### config.mk
export PLATFORM = sky130hd
export DESIGN_NAME = bus_reg_responder
export DESIGN_NICKNAME = d
export VERILOG_FILES = /design/src/rtl/bus_reg_responder.sv
export SDC_FILE = /design/constraint.sdc
export NUM_CORES = 1
export LEC_CHECK = 0
export BUFFER_PORTS_ARGS = -buffer_cell sky130_fd_sc_hd__buf_2
export CAP_MARGIN = 5
export CORE_MARGIN = 2
export CORE_UTILIZATION = 43
export CTS_BUF_LIST = sky130_fd_sc_hd__clkbuf_16
export CTS_CLUSTER_DIAMETER = 80
export DETAILED_ROUTE_END_ITERATION = 10
export RECOVER_POWER = 25
export SLEW_MARGIN = 20
export SYNTH_ARGS = -nofsm -noshare
export SYNTH_HDL_FRONTEND = slang
export SYNTH_SLANG_ARGS = --single-unit
export TNS_END_PERCENT = 100
### constraint.sdc
create_clock -name clock -period 3.1 [get_ports clock]
set_clock_uncertainty 0.1 [all_clocks]
set_input_delay 0.155 -clock clock [delete_from_list [all_inputs] [get_ports clock]]
set_output_delay 0.155 -clock clock [all_outputs]
set_load 0.02 [all_outputs]
### src/rtl/bus_reg_responder.sv
// Sequential register-bus responder: 16x4 register file behind a valid/ready handshake
// with a fixed number of wait states and a single-cycle ready pulse per access.
module bus_reg_responder #(
    parameter int         WAIT_CYCLES = 2,
    parameter logic [3:0] RESET_VAL   = 4'h0
) (
    input  logic       clock,
    input  logic       reset,
    input  logic       valid,
    input  logic       wen,
    input  logic [3:0] addr,
    input  logic [3:0] wdata,
    output logic [3:0] rdata,
    output logic       ready,
    output logic [4:0] bus_out
);

    typedef enum logic [1:0] {IDLE, WAIT, RESP} state_t;

    state_t     state;
    state_t     state_next;
    logic [2:0] wait_cnt;
    logic       wen_q;
    logic [3:0] addr_q;
    logic [3:0] wdata_q;
    logic [3:0] count;
    logic [3:0] mem [16];

    logic       accept;
    logic       enter_resp;
    logic       acc_wen;
    logic [3:0] acc_addr;
    logic [3:0] acc_wdata;

    always_comb begin
        state_next = state;
        accept     = 1'b0;
        case (state)
            IDLE: begin
                if (valid) begin
                    accept     = 1'b1;
                    state_next = (WAIT_CYCLES == 0) ? RESP : WAIT;
                end
            end
            WAIT: begin
                if (wait_cnt <= 3'd1) begin
                    state_next = RESP;
                end
            end
            RESP:    state_next = IDLE;
            default: state_next = IDLE;
        endcase
    end

    // With zero wait states RESP is entered straight from IDLE, so the live request is used
    assign enter_resp = (state != RESP) && (state_next == RESP);
    assign acc_wen    = accept ? wen   : wen_q;
    assign acc_addr   = accept ? addr  : addr_q;
    assign acc_wdata  = accept ? wdata : wdata_q;

    always_ff @(posedge clock or posedge reset) begin
        if (reset) begin
            state    <= IDLE;
            wait_cnt <= 3'd0;
            wen_q    <= 1'b0;
            addr_q   <= 4'h0;
            wdata_q  <= 4'h0;
            count    <= 4'h0;
            rdata    <= 4'h0;
        end else begin
            state <= state_next;
            if (accept) begin
                wen_q    <= wen;
                addr_q   <= addr;
                wdata_q  <= wdata;
                wait_cnt <= 3'(WAIT_CYCLES);
            end else if (state == WAIT) begin
                wait_cnt <= wait_cnt - 3'd1;
            end
            if (enter_resp) begin
                rdata <= acc_wen ? acc_wdata : mem[acc_addr];
            end
            if (state == RESP) begin
                count <= count + 4'd1;
            end
        end
    end

    // Write commits on RESP entry so a following read of the same address sees it
    always_ff @(posedge clock or posedge reset) begin
        if (reset) begin
            for (int i = 0; i < 16; i++) begin
                mem[i] <= RESET_VAL;
            end
        end else if (enter_resp && acc_wen) begin
            mem[acc_addr] <= acc_wdata;
        end
    end

    assign ready   = (state == RESP);
    assign bus_out = {state != IDLE, count};

endmodule

# Word-level counts from Yosys, hierarchy flattened
# Cells that the tools add are included.
dict set report op_classes {
  add_sub_neg 2
  n_lt_le_gt_ge 3
  n_eq_ne 4
  n_mux 17
  bitwise 1
  reduce_logical 6
}
# op count
set ops {}
lappend ops {{bitwise mux 64 bit} 1}
lappend ops {{2-to-1 mux 4 bit} 6}
lappend ops {{binary-select mux 4 bit (select 4 bit)} 1}
lappend ops {{demux 4 bit (select 4 bit)} 1}
lappend ops {{2-to-1 mux 3 bit} 2}
lappend ops {{>= comparator 5 bit (second input constant)} 1}
lappend ops {{< comparator 5 x 1 -> 1 bit (second input constant)} 1}
lappend ops {{NOT 4 -> 5 bit} 1}
lappend ops {{adder 4 x 1 -> 4 bit (second input constant)} 1}
lappend ops {{== test 2 bit (second input constant)} 2}
lappend ops {{2-to-1 mux 2 bit} 2}
lappend ops {{case mux 2 bit (2 select lines)} 1}
lappend ops {{nonzero test 2 bit} 2}
lappend ops {{<= comparator 3 x 1 -> 1 bit (second input constant)} 1}
lappend ops {{logical AND 1 bit} 3}
lappend ops {{2-to-1 mux 1 bit} 3}
lappend ops {{subtractor 3 x 1 -> 3 bit (second input constant)} 1}
lappend ops {{== test 2 x 1 -> 1 bit (second input constant)} 1}
lappend ops {{zero test 2 bit} 1}
lappend ops {{!= test 2 bit (second input constant)} 1}
dict set report word_totals {
  regBits 86
  inputBits 12
  word_cells 56
}

# Longest topological paths before layout
# Gate-level depths: netlist (run 1).
dict set report depth {
  depth_word 9
  ltp_mapped 11
  depth_no_buf 9
}

# Least setup slack after synthesis (run 1)
# No wires, ideal clock.
dict set report synth_path {
  path_kind {register -> register}
  from {register state[0]}
  to {register rdata[0]}
  arrival_time_ps 1948
  required_time_ps 2869
  setup_slack_ps 921
  path_stages_with_launch 10
  period_less_slack_ps 2179
  cell_sequence {dfrtp_1 nor3b_2 buf_6 mux2i_4 inv_4 buf_6 nand2_1 nand3_1 a311oi_1 a31oi_1}
}
dict set report synth_via {
  elab_chain_len 8
  elab_cells_between_ends 17
  cone_classes {eq/ne: 3; mux: 11; bitwise: 1; reduce/logical: 2}
}
# item line_no
set synth_lines {}
lappend synth_lines {{start: declaration} 20} ;# state_t state;
lappend synth_lines {{start signal: assignment} 71} ;# state <= state_next;
lappend synth_lines {{zero test 2 bit} 38} ;# case (state)
lappend synth_lines {{2-to-1 mux 1 bit} 38}
lappend synth_lines {{2-to-1 mux 4 bit} -}
lappend synth_lines {{NOT 4 -> 5 bit (implied by the code)} 81} ;# rdata <= acc_wen ? acc_wdata : mem[acc_addr];
lappend synth_lines {{binary-select mux 4 bit (select 4 bit)} 81}
lappend synth_lines {{2-to-1 mux 4 bit (implied by the code) (2 in a row)} 81}
lappend synth_lines {{2-to-1 mux 4 bit} 81}
lappend synth_lines {{end signal: assignment} 81}
lappend synth_lines {{end: declaration} 13} ;# output logic [3:0] rdata,
# Parallel ways exist; a longest one is shown, timed or not. The select of a mux whose other input is x is not followed.
# A chain may end at the register's enable or synchronous reset.

# Worst setup path in the final report (run 1)
dict set report layout_path {
  from {register state[0]}
  to {register rdata[2]}
}
# Same word-level chain as after synthesis.

==> impl_metrics.py, run 1 <==
metrics = {
    "grt": {
        "grt_pass1_vias": 2855,
        "grt_max_degree": 47,
        "grt_pass1_wl_mm": 14.7,
        "grt_usage": 0.186,
        "antenna_found_initial": 0,
        "grt-ovfl-total": 0,
    },
    "cells_and_area": {
        "multiInputGateArea_sq_um": 1890,
        "layout.nets": 455,
        "layout_commonest_cell": "nand2_1",
        "diodes": 0,
        "final_cell_mix": "nand2_1 (93), dfrtp_1 (86), o21ai_0 (32)",
        "nFillCells": 928,
        "drive_gt1_frac": 0.162,
        "finish.utilization": 0.489,
        "fin_cells": 578,
        "seq_area_sq_um": 2150,
        "syn2layout_area_growth_pct": 11.8,
    },
    "outcome": {
        "violations": "max-capacitance violations, max-slew violations",
        "status": "complete, but fails checks",
    },
    "critical_path": {
        "end_kind": "register",
        "worstPathMaxFanout": 13,
        "critical_path_class": "reg2reg",
        "crit_start": "state[0]",
        "critPathRequiredTime_ns": 3.23,
        "timing.rr.start": "state[0]",
        "worst_setup_path_start_kind": "register",
        "arrival_ns": 2.81,
    },
    "clock_network": {
        "clkSinkCount": 86,
        "clockRootBuffer": "clkbuf_16",
        "htreeDepth": 3,
        "clk_path_buf_depth": 2,
        "path_clk_slew_ns": 0.06,
        "cts_tree": "done",
        "postCtsSetupRepairBufs": 0,
        "cts_inserted_buffers": 9,
        "clk_latency_ns": 0.35,
    },
    "route": {
        "final_antenna_net_count": 0,
        "dr.pass1.iters": 4,
        "drc_errors": 0,
        "vias": 3025,
        "wirelength_mm": 9.14,
        "drt_iter0_markers": 123,
        "detail_route.wl_per_cell_microns": 15.8,
        "drt-vias-per-instance": 5.23,
    },
    "timing": {
        "tightest_slew_ns": 2.05,
        "final_hold_viol_count": 0,
        "post-route-period-util": 0.866,
        "slew_violations": 47,
        "setup_viol": 0,
        "clock.fmax_mhz": 372,
        "final.setup.tns_ns": 0,
        "maxSlewHeadroom": -0.372,
        "hold_ws_ns": 0.0256,
        "rsz0062_at_grt": "false",
        "timing.final.crit_period_ns": 2.69,
    },
    "yosys": {
        "netlist_area_sq_um": 4220,
        "async_flop_share": 1.00,
        "syn_inst": 412,
        "ys_seq_area_frac": 0.510,
        "synth_edf_count": 0,
        "synth_flop_cell": "dfrtp_1",
        "synth-seq-cells": 86,
        "synth_nets": 427,
        "avgSynthCellArea_sq_um": 10.2,
        "ys_types": 51,
        "synth_warnings": 0,
    },
    "floorplan": {
        "core_sq_um": 9640,
        "io_pins": 22,
        "num_rows": 36,
        "die_w_microns": 103,
        "die-height_microns": 103,
        "initial_core_util": 0.438,
        "dieArea_sq_um": 10600,
    },
    "min_path": {
        "hp-class": "in2reg",
        "worstHoldStart": "addr[2]",
    },
    "pwr": {
        "ir_drop_v": 0.000410,
        "power_leakage_nw": 2.05,
        "cellPowerDensity_nw_per_um2": 1080,
    },
    "place": {
        "io_buffers": 21,
        "detailed_place_hpwl_mm": 6.36,
        "place_inst": 561,
        "place_congestion": 0.843,
    },
    "run": {
        "cap_violations": 1,
    },
}
## power breakdown
group / internal, mW / leakage, nW / switching, mW / total, mW
clock network: 0.529 / 0.137 / 0.426 / 0.956
registers: 1.59 / 1.13 / 0.313 / 1.91
logic: 0.743 / 0.779 / 1.47 / 2.22
total: 2.86 / 2.05 / 2.21 / 5.08
## worst max-delay path: stages (launching register included)
cell and delay [ns]:
dfrtp_1 0.46, nor3b_4 0.47, mux2i_4 0.53, buf_4 0.34
mux2i_1 0.25, o221ai_1 0.16, a21oi_1 0.15, a31oi_1 0.09
## cells by family (layout without fill, tap and decap cells)
| family | Yosys count | in the layout | share of synthesized area |
|---|---|---|---|
| AOI/OAI and AO/OA | 97 | 97 | 0.132 |
| buffers and inverters | 29 | 62 | 0.0442 |
| adders and majority gates | 3 | 3 | 0.00890 |
| muxes | 24 | 24 | 0.0700 |
| xor gates and xnor gates | 3 | 3 | 0.00623 |
| and+or+nand+nor | 170 | 170 | 0.229 |
| DFF | 86 | 86 | 0.510 |
## what timing repair did
| item | in CTS | in global routing |
|---|---|---|
| hold buffers | 1 | 0 |
| endpoints found under the hold margin | 44 | 0 |
| gates resized for setup | 0 | 0 |
## cells in the mapped netlist (all sizes together), types with 2 or more instances
master,count,share of area
a21oi,22,0.026
mux2,8,0.022
a31oi,4,0.0059
dfrtp,86,0.51
o22ai,3,0.0045
nand3,26,0.031
nand2,94,0.084
a22o,4,0.0083
nand2b,4,0.0059
nand4b,2,0.0042
buf,13,0.028
o21ai,51,0.061
nor2,20,0.018
ha,3,0.0089
clkbuf,5,0.0045
nor4,4,0.020
xnor2,2,0.0042
and2,2,0.0036
inv,10,0.010
o221ai,3,0.0062
mux2i,16,0.048
nand4,13,0.053
a211oi,3,0.0053
## area by class of cell
class	instances	share of cell area
sequential	86	0.456
multi-input combinational	297	0.400
clock buffer	9	0.0478
timing repair buffer	35	0.0430
tap	133	0.0353
inverter	11	0.0104
clock inverter	7	0.00717
## sequential cells by signal (all words and copies together) (netlist names)
signal,count
addr_q,4
count,4
mem,64
rdata,4
state,2
wait_cnt,3
wdata_q,4
wen_q,1
## metrics by stage
step	setup slack (ns)	cell area, sq um	power [mW]
after floorplan	0.623	4220	3.58
after global placement	0.543	4460	4.11
after detailed placement	0.437	4460	4.15
after CTS	0.428	4720	5.11
after global routing	0.254	4710	5.43
final	0.415	4710	5.08
## metal layers
layer,global-route usage,part of all wire,vias to the layer above
met5,0,0,-
met4,0.0769,0.022,0
met3,0.0447,0.038,13
met2,0.277,0.44,59
met1,0.261,0.50,1454
li1,-,-,1499
## final timing paths
check | end | depth (start not counted) | slack (ns)
min in group asynchronous | mem[54] | 3 | 0.78
max in group asynchronous | mem[37] | 4 | 1.06
max | rdata[2] | 7 | 0.41
max reg2reg | rdata[2] | 7 | 0.41
min reg2reg | mem[26] | 2 | 0.38
min | addr_q[2] | 2 | 0.03
(Power assumes the default switching activity.)
==> inputs of run 2 (changes only) <==
--- a/config.mk
+++ b/config.mk
@@ -8,12 +8,12 @@
 export BUFFER_PORTS_ARGS = -buffer_cell sky130_fd_sc_hd__buf_2
 export CAP_MARGIN = 5
 export CORE_MARGIN = 2
-export CORE_UTILIZATION = 43
+export CORE_UTILIZATION = 30
 export CTS_BUF_LIST = sky130_fd_sc_hd__clkbuf_16
 export CTS_CLUSTER_DIAMETER = 80
 export DETAILED_ROUTE_END_ITERATION = 10
 export RECOVER_POWER = 25
-export SLEW_MARGIN = 20
+export SLEW_MARGIN = 5
 export SYNTH_ARGS = -nofsm -noshare
 export SYNTH_HDL_FRONTEND = slang
 export SYNTH_SLANG_ARGS = --single-unit
==> constraint.sdc (replaced) <==
create_clock -name clock -period 3.1 [get_ports clock]
set_clock_uncertainty 0.1 [all_clocks]
set_input_delay 0.155 -clock clock [delete_from_list [all_inputs] [get_ports clock]]
set_output_delay 0.155 -clock clock [all_outputs]
set_load 0.005 [all_outputs]
==> impl_metrics.py, run 2 (synthesized netlist as in run 1, its figures left out) <==
metrics = {
    "floorplan": {
        "io_pins": 22,
        "die_w_microns": 123,
        "die-height_microns": 123,
        "dieArea_sq_um": 15000,
        "initial_core_util": 0.305,
        "num_rows": 43,
        "core_sq_um": 13800,
    },
    "outcome": {
        "status": "complete, but fails checks",
        "violations": "max-capacitance violations, max-slew violations",
    },
    "place": {
        "io_buffers": 21,
        "detailed_place_hpwl_mm": 6.68,
        "place_congestion": 0.819,
    },
    "clock_network": {
        "ctsResizeCount": 0,
        "htreeDepth": 3,
        "clk_path_buf_depth": 2,
        "clkSinkCount": 86,
        "cts_inserted_buffers": 9,
        "clk_latency_ns": 0.34,
        "cts_tree": "done",
        "clockRootBuffer": "clkbuf_16",
        "postCtsSetupRepairBufs": 0,
        "path_clk_slew_ns": 0.06,
    },
    "grt": {
        "grt-ovfl-total": 0,
        "grt_pass1_wl_mm": 16.1,
        "antenna_found_initial": 0,
        "grt_max_degree": 45,
        "grt_pass1_vias": 3172,
        "grt_usage": 0.140,
    },
    "timing": {
        "setup_viol": 0,
        "clock.fmax_mhz": 376,
        "tightest_slew_ns": 1.95,
        "final.setup.tns_ns": 0,
        "timing.final.crit_period_ns": 2.66,
        "post-route-period-util": 0.859,
        "final_hold_viol_count": 0,
        "slew_violations": 45,
        "rsz0062_at_grt": "false",
        "maxSlewHeadroom": -0.304,
    },
    "cells_and_area": {
        "diodes": 0,
        "layout_commonest_cell": "nand2_1",
        "final_cell_mix": "nand2_1 (93), dfrtp_1 (86), o21ai_0 (32)",
        "nFillCells": 1379,
        "drive_gt1_frac": 0.165,
        "finish.utilization": 0.346,
        "syn2layout_area_growth_pct": 13.5,
        "largest_reg_flops": 64,
        "layout.nets": 454,
        "regMostFlops": "mem",
    },
    "critical_path": {
        "worst_setup_path_start_kind": "register",
        "reg2regPathDepth": 7,
        "critical_path.max_stage_delay_ns": 0.48,
        "critPathRequiredTime_ns": 3.20,
        "end_kind": "register",
        "arrival_ns": 2.77,
        "critical_path_class": "reg2reg",
        "worstPathMaxFanout": 15,
        "slowest_stage": "mux2i_2",
        "path_common_cell": "buf_4",
        "critical_path.cell_chain": "nor3b_4 -> buf_4 -> mux2i_2 -> buf_4 -> nand4_1 -> nand2_1 -> o21ai_0",
    },
    "min_path": {
        "hp-class": "in2reg",
        "whs_path_depth": 2,
    },
    "run": {
        "cap_violations": 1,
    },
    "route": {
        "detail_route.wl_per_cell_microns": 15.3,
        "final_antenna_net_count": 0,
        "dr.pass1.iters": 4,
        "drt_iter0_markers": 209,
        "drc_errors": 0,
        "wirelength_mm": 9.53,
        "drt-vias-per-instance": 4.95,
        "vias": 3082,
    },
    "pwr": {
        "power_leakage_nw": 2.05,
        "ir_drop_v": 0.000341,
        "cellPowerDensity_nw_per_um2": 1060,
    },
}
-- run 2: worst max-delay path, delay by kind of cell (launching register included) --
kind / cells / cell delay (ns)
mux: 1 / 0.48
buf+inv: 2 / 0.57
flops: 1 / 0.46
compound gates: 1 / 0.09
simple gates: 3 / 0.83
-- run 2: timing repair --
item | 4_1_cts | 5_1_grt
hold buffers | 1 | 0
endpoints found under the hold margin | 42 | 0
setup endpoints to repair | 0 | 0
-- run 2: path summary, 6_finish.rpt --
path | from | endpoint | slack (ns)
max in group asynchronous | reset | mem[23] | 1.06
setup / recovery | state[0] | mem[26] | 0.44
setup reg to reg | state[0] | mem[26] | 0.44
hold / removal | addr[3] | addr_q[3] | 0.03
hold reg to reg | count[3] | count[3] | 0.38
min in group asynchronous | reset | mem[49] | 0.76
-- run 2: metal layers --
layer,share of wire,routed length [microns],vias up,track usage
met3,0.040,382,11,0.0316
li1,-,-,1493,-
met5,0,0,-,0
met2,0.47,4510,70,0.225
met4,0.015,144,0,0.0546
met1,0.47,4490,1508,0.182
-- run 2: stage by stage --
step / hold WS [ns] / worst slack, ns / total power [mW] / std cells / area, sq um
after floorplan: 0.207 / 0.623 / 3.51 / 412 / 4220
after global placement: 0.203 / 0.486 / 4.01 / 607 / 4510
after detailed placement: 0.222 / 0.426 / 4.09 / 607 / 4510
after CTS: 0.0177 / 0.417 / 5.13 / 623 / 4800
after global routing: 0.0389 / 0.146 / 5.47 / 623 / 4790
final: 0.0342 / 0.438 / 5.08 / 623 / 4790
-- run 2: area by class of cell --
type | count | area [sq um] | share of cell area
flip-flops and latches | 86 | 2150 | 0.449
multi-input cells | 297 | 1890 | 0.394
clock buffers | 9 | 225 | 0.0470
well taps | 180 | 225 | 0.0470
repair buffers | 34 | 196 | 0.0410
clock inverters | 6 | 55.1 | 0.0115
inverters | 11 | 48.8 | 0.0102
-- run 2: where the power goes --
group | internal, mW | switching (mW) | total, mW | leakage, nW
clock network | 0.610 | 0.410 | 1.02 | 0.140
logic | 0.738 | 1.41 | 2.15 | 0.777
registers | 1.59 | 0.317 | 1.91 | 1.13
total | 2.94 | 2.14 | 5.08 | 2.05
==> inputs of run 3 (changes only) <==
==> constraint.sdc (replaced) <==
create_clock -name clock -period 3.1 [get_ports clock]
set_clock_uncertainty 0.1 [all_clocks]
set_input_delay 0.155 -clock clock [delete_from_list [all_inputs] [get_ports clock]]
set_output_delay 0.155 -clock clock [all_outputs]
set_load 0.05 [all_outputs]
==> impl_metrics.py, run 3 (synthesized netlist as in run 1, its figures left out) <==
metrics = {
    "timing": {
        "post-route-period-util": 0.861,
        "timing.final.crit_period_ns": 2.67,
        "slew_violations": 45,
        "clock.fmax_mhz": 375,
        "setup_ws_ns": 0.432,
        "tightest_slew_ns": 1.95,
        "rsz0062_at_grt": "false",
        "maxSlewHeadroom": -0.308,
        "setup_viol": 0,
        "final_hold_viol_count": 0,
        "final.setup.tns_ns": 0,
    },
    "grt": {
        "grt_pass1_vias": 3172,
        "grt_max_degree": 45,
        "antenna_found_initial": 0,
        "grt_usage": 0.140,
        "grt-ovfl-total": 0,
        "grt_pass1_wl_mm": 16.1,
    },
    "clock_network": {
        "htreeDepth": 3,
        "cts_inserted_buffers": 9,
        "clk_path_buf_depth": 2,
        "ctsResizeCount": 0,
        "clkSinkCount": 86,
        "cts_tree": "done",
        "clk_latency_ns": 0.33,
        "path_clk_slew_ns": 0.06,
        "clockRootBuffer": "clkbuf_16",
        "postCtsSetupRepairBufs": 0,
    },
    "min_path": {
        "min_to": "addr_q[3]",
        "hp-class": "in2reg",
        "whs_path_depth": 2,
        "worstHoldStart": "addr[3]",
    },
    "route": {
        "drt-vias-per-instance": 4.92,
        "detail_route.wl_per_cell_microns": 15.3,
        "final_antenna_net_count": 0,
        "vias": 3064,
        "dr.pass1.iters": 5,
        "drt_iter0_markers": 223,
        "wirelength_mm": 9.52,
        "drc_errors": 0,
    },
    "pwr": {
        "power_leakage_nw": 2.07,
        "cellPowerDensity_nw_per_um2": 1110,
        "ir_drop_v": 0.000341,
    },
    "floorplan": {
        "initial_core_util": 0.305,
        "dieArea_sq_um": 15000,
        "io_pins": 22,
        "num_rows": 43,
        "die-height_microns": 123,
        "die_w_microns": 123,
        "core_sq_um": 13800,
    },
    "place": {
        "dp_slack_ns": 0.426,
        "io_buffers": 21,
        "detailed_place_hpwl_mm": 6.68,
        "place_congestion": 0.819,
    },
    "cells_and_area": {
        "drive_gt1_frac": 0.178,
        "syn2layout_area_growth_pct": 13.7,
        "layout_commonest_cell": "nand2_1",
        "layout.nets": 454,
        "finish.utilization": 0.347,
        "nFillCells": 1376,
        "regMostFlops": "mem",
        "largest_reg_flops": 64,
        "diodes": 0,
        "final_cell_mix": "nand2_1 (93), dfrtp_1 (86), o21ai_0 (32)",
    },
    "critical_path": {
        "reg2regPathDepth": 7,
        "worst_setup_path_start_kind": "register",
        "path_common_cell": "buf_4",
        "r2r_slack_ns": 0.43,
        "timing.rr.start": "state[0]",
        "critical_path.cell_chain": "nor3b_4 -> buf_4 -> mux2i_2 -> buf_4 -> nand4_1 -> nand2_1 -> o21ai_0",
        "slowest_stage": "mux2i_2",
        "rr_endpoint": "mem[26]",
        "critPathRequiredTime_ns": 3.20,
        "end_kind": "register",
        "worstPathMaxFanout": 15,
        "crit_family": "simple AND/OR/NAND/NOR gates",
        "critical_path.max_stage_delay_ns": 0.48,
        "critical_path_buf_inv_count": 2,
        "arrival_ns": 2.77,
        "critical_path_class": "reg2reg",
    },
    "outcome": {
        "status": "complete, but fails checks",
        "violations": "max-capacitance violations, max-slew violations",
    },
    "run": {
        "cap_violations": 1,
    },
}
==> run 3: cell types whose count changed in the layout (fill, tap and decap cells not counted) <==
cell / delta
buf_2: +6
clkbuf_1: -6
==> run 3: stage by stage <==
step	total power [mW]	instances	cell area (sq um)	hold WS (ns)
6_report	5.31	623	4800	0.0317
3_3_place_gp	4.23	607	4510	0.203
4_1_cts	5.35	623	4800	0.0177
3_5_place_dp	4.30	607	4510	0.222
5_1_grt	5.70	623	4800	0.0389
2_1_floorplan	3.72	412	4220	0.207
==> run 3: timing repair <==
item | in CTS | in global routing
hold endpoints to repair | 42 | 0
hold buffers | 1 | 0
setup endpoints to repair | 0 | 0
==> run 3: cell type report <==
class | count | area, sq um | share of cell area
Clock inverter | 6 | 55.1 | 0.0115
Tap cell | 180 | 225 | 0.0470
Multi-Input combinational cell | 297 | 1890 | 0.393
Clock buffer | 9 | 225 | 0.0470
Sequential cell | 86 | 2150 | 0.449
Inverter | 11 | 48.8 | 0.0102
Timing Repair Buffer | 34 | 204 | 0.0425
==> run 3: worst max-delay path by stage <==
stage | startpoint | endpoint | cells after the start | slack [ns]
after CTS | state[0] | mem[26] | 6 | 0.42
after floorplan | reset | addr_q[0] | 1 | 0.62
final | state[0] | mem[26] | 7 | 0.43
after global placement | state[0] | mem[26] | 7 | 0.49
after global routing | state[0] | mem[25] | 7 | 0.15
after detailed placement | state[0] | mem[26] | 7 | 0.43
==> run 3: power by group <==
group / total [mW] / switching (mW) / internal (mW)
clock network: 1.02 / 0.408 / 0.610
registers: 1.91 / 0.315 / 1.59
logic: 2.38 / 1.63 / 0.750
==> run 3: routing by layer <==
metal | routed length (microns) | global-route usage
met4 | 193 | 0.0546
met2 | 4490 | 0.225
met1 | 4470 | 0.182
met5 | 0 | 0
met3 | 363 | 0.0316
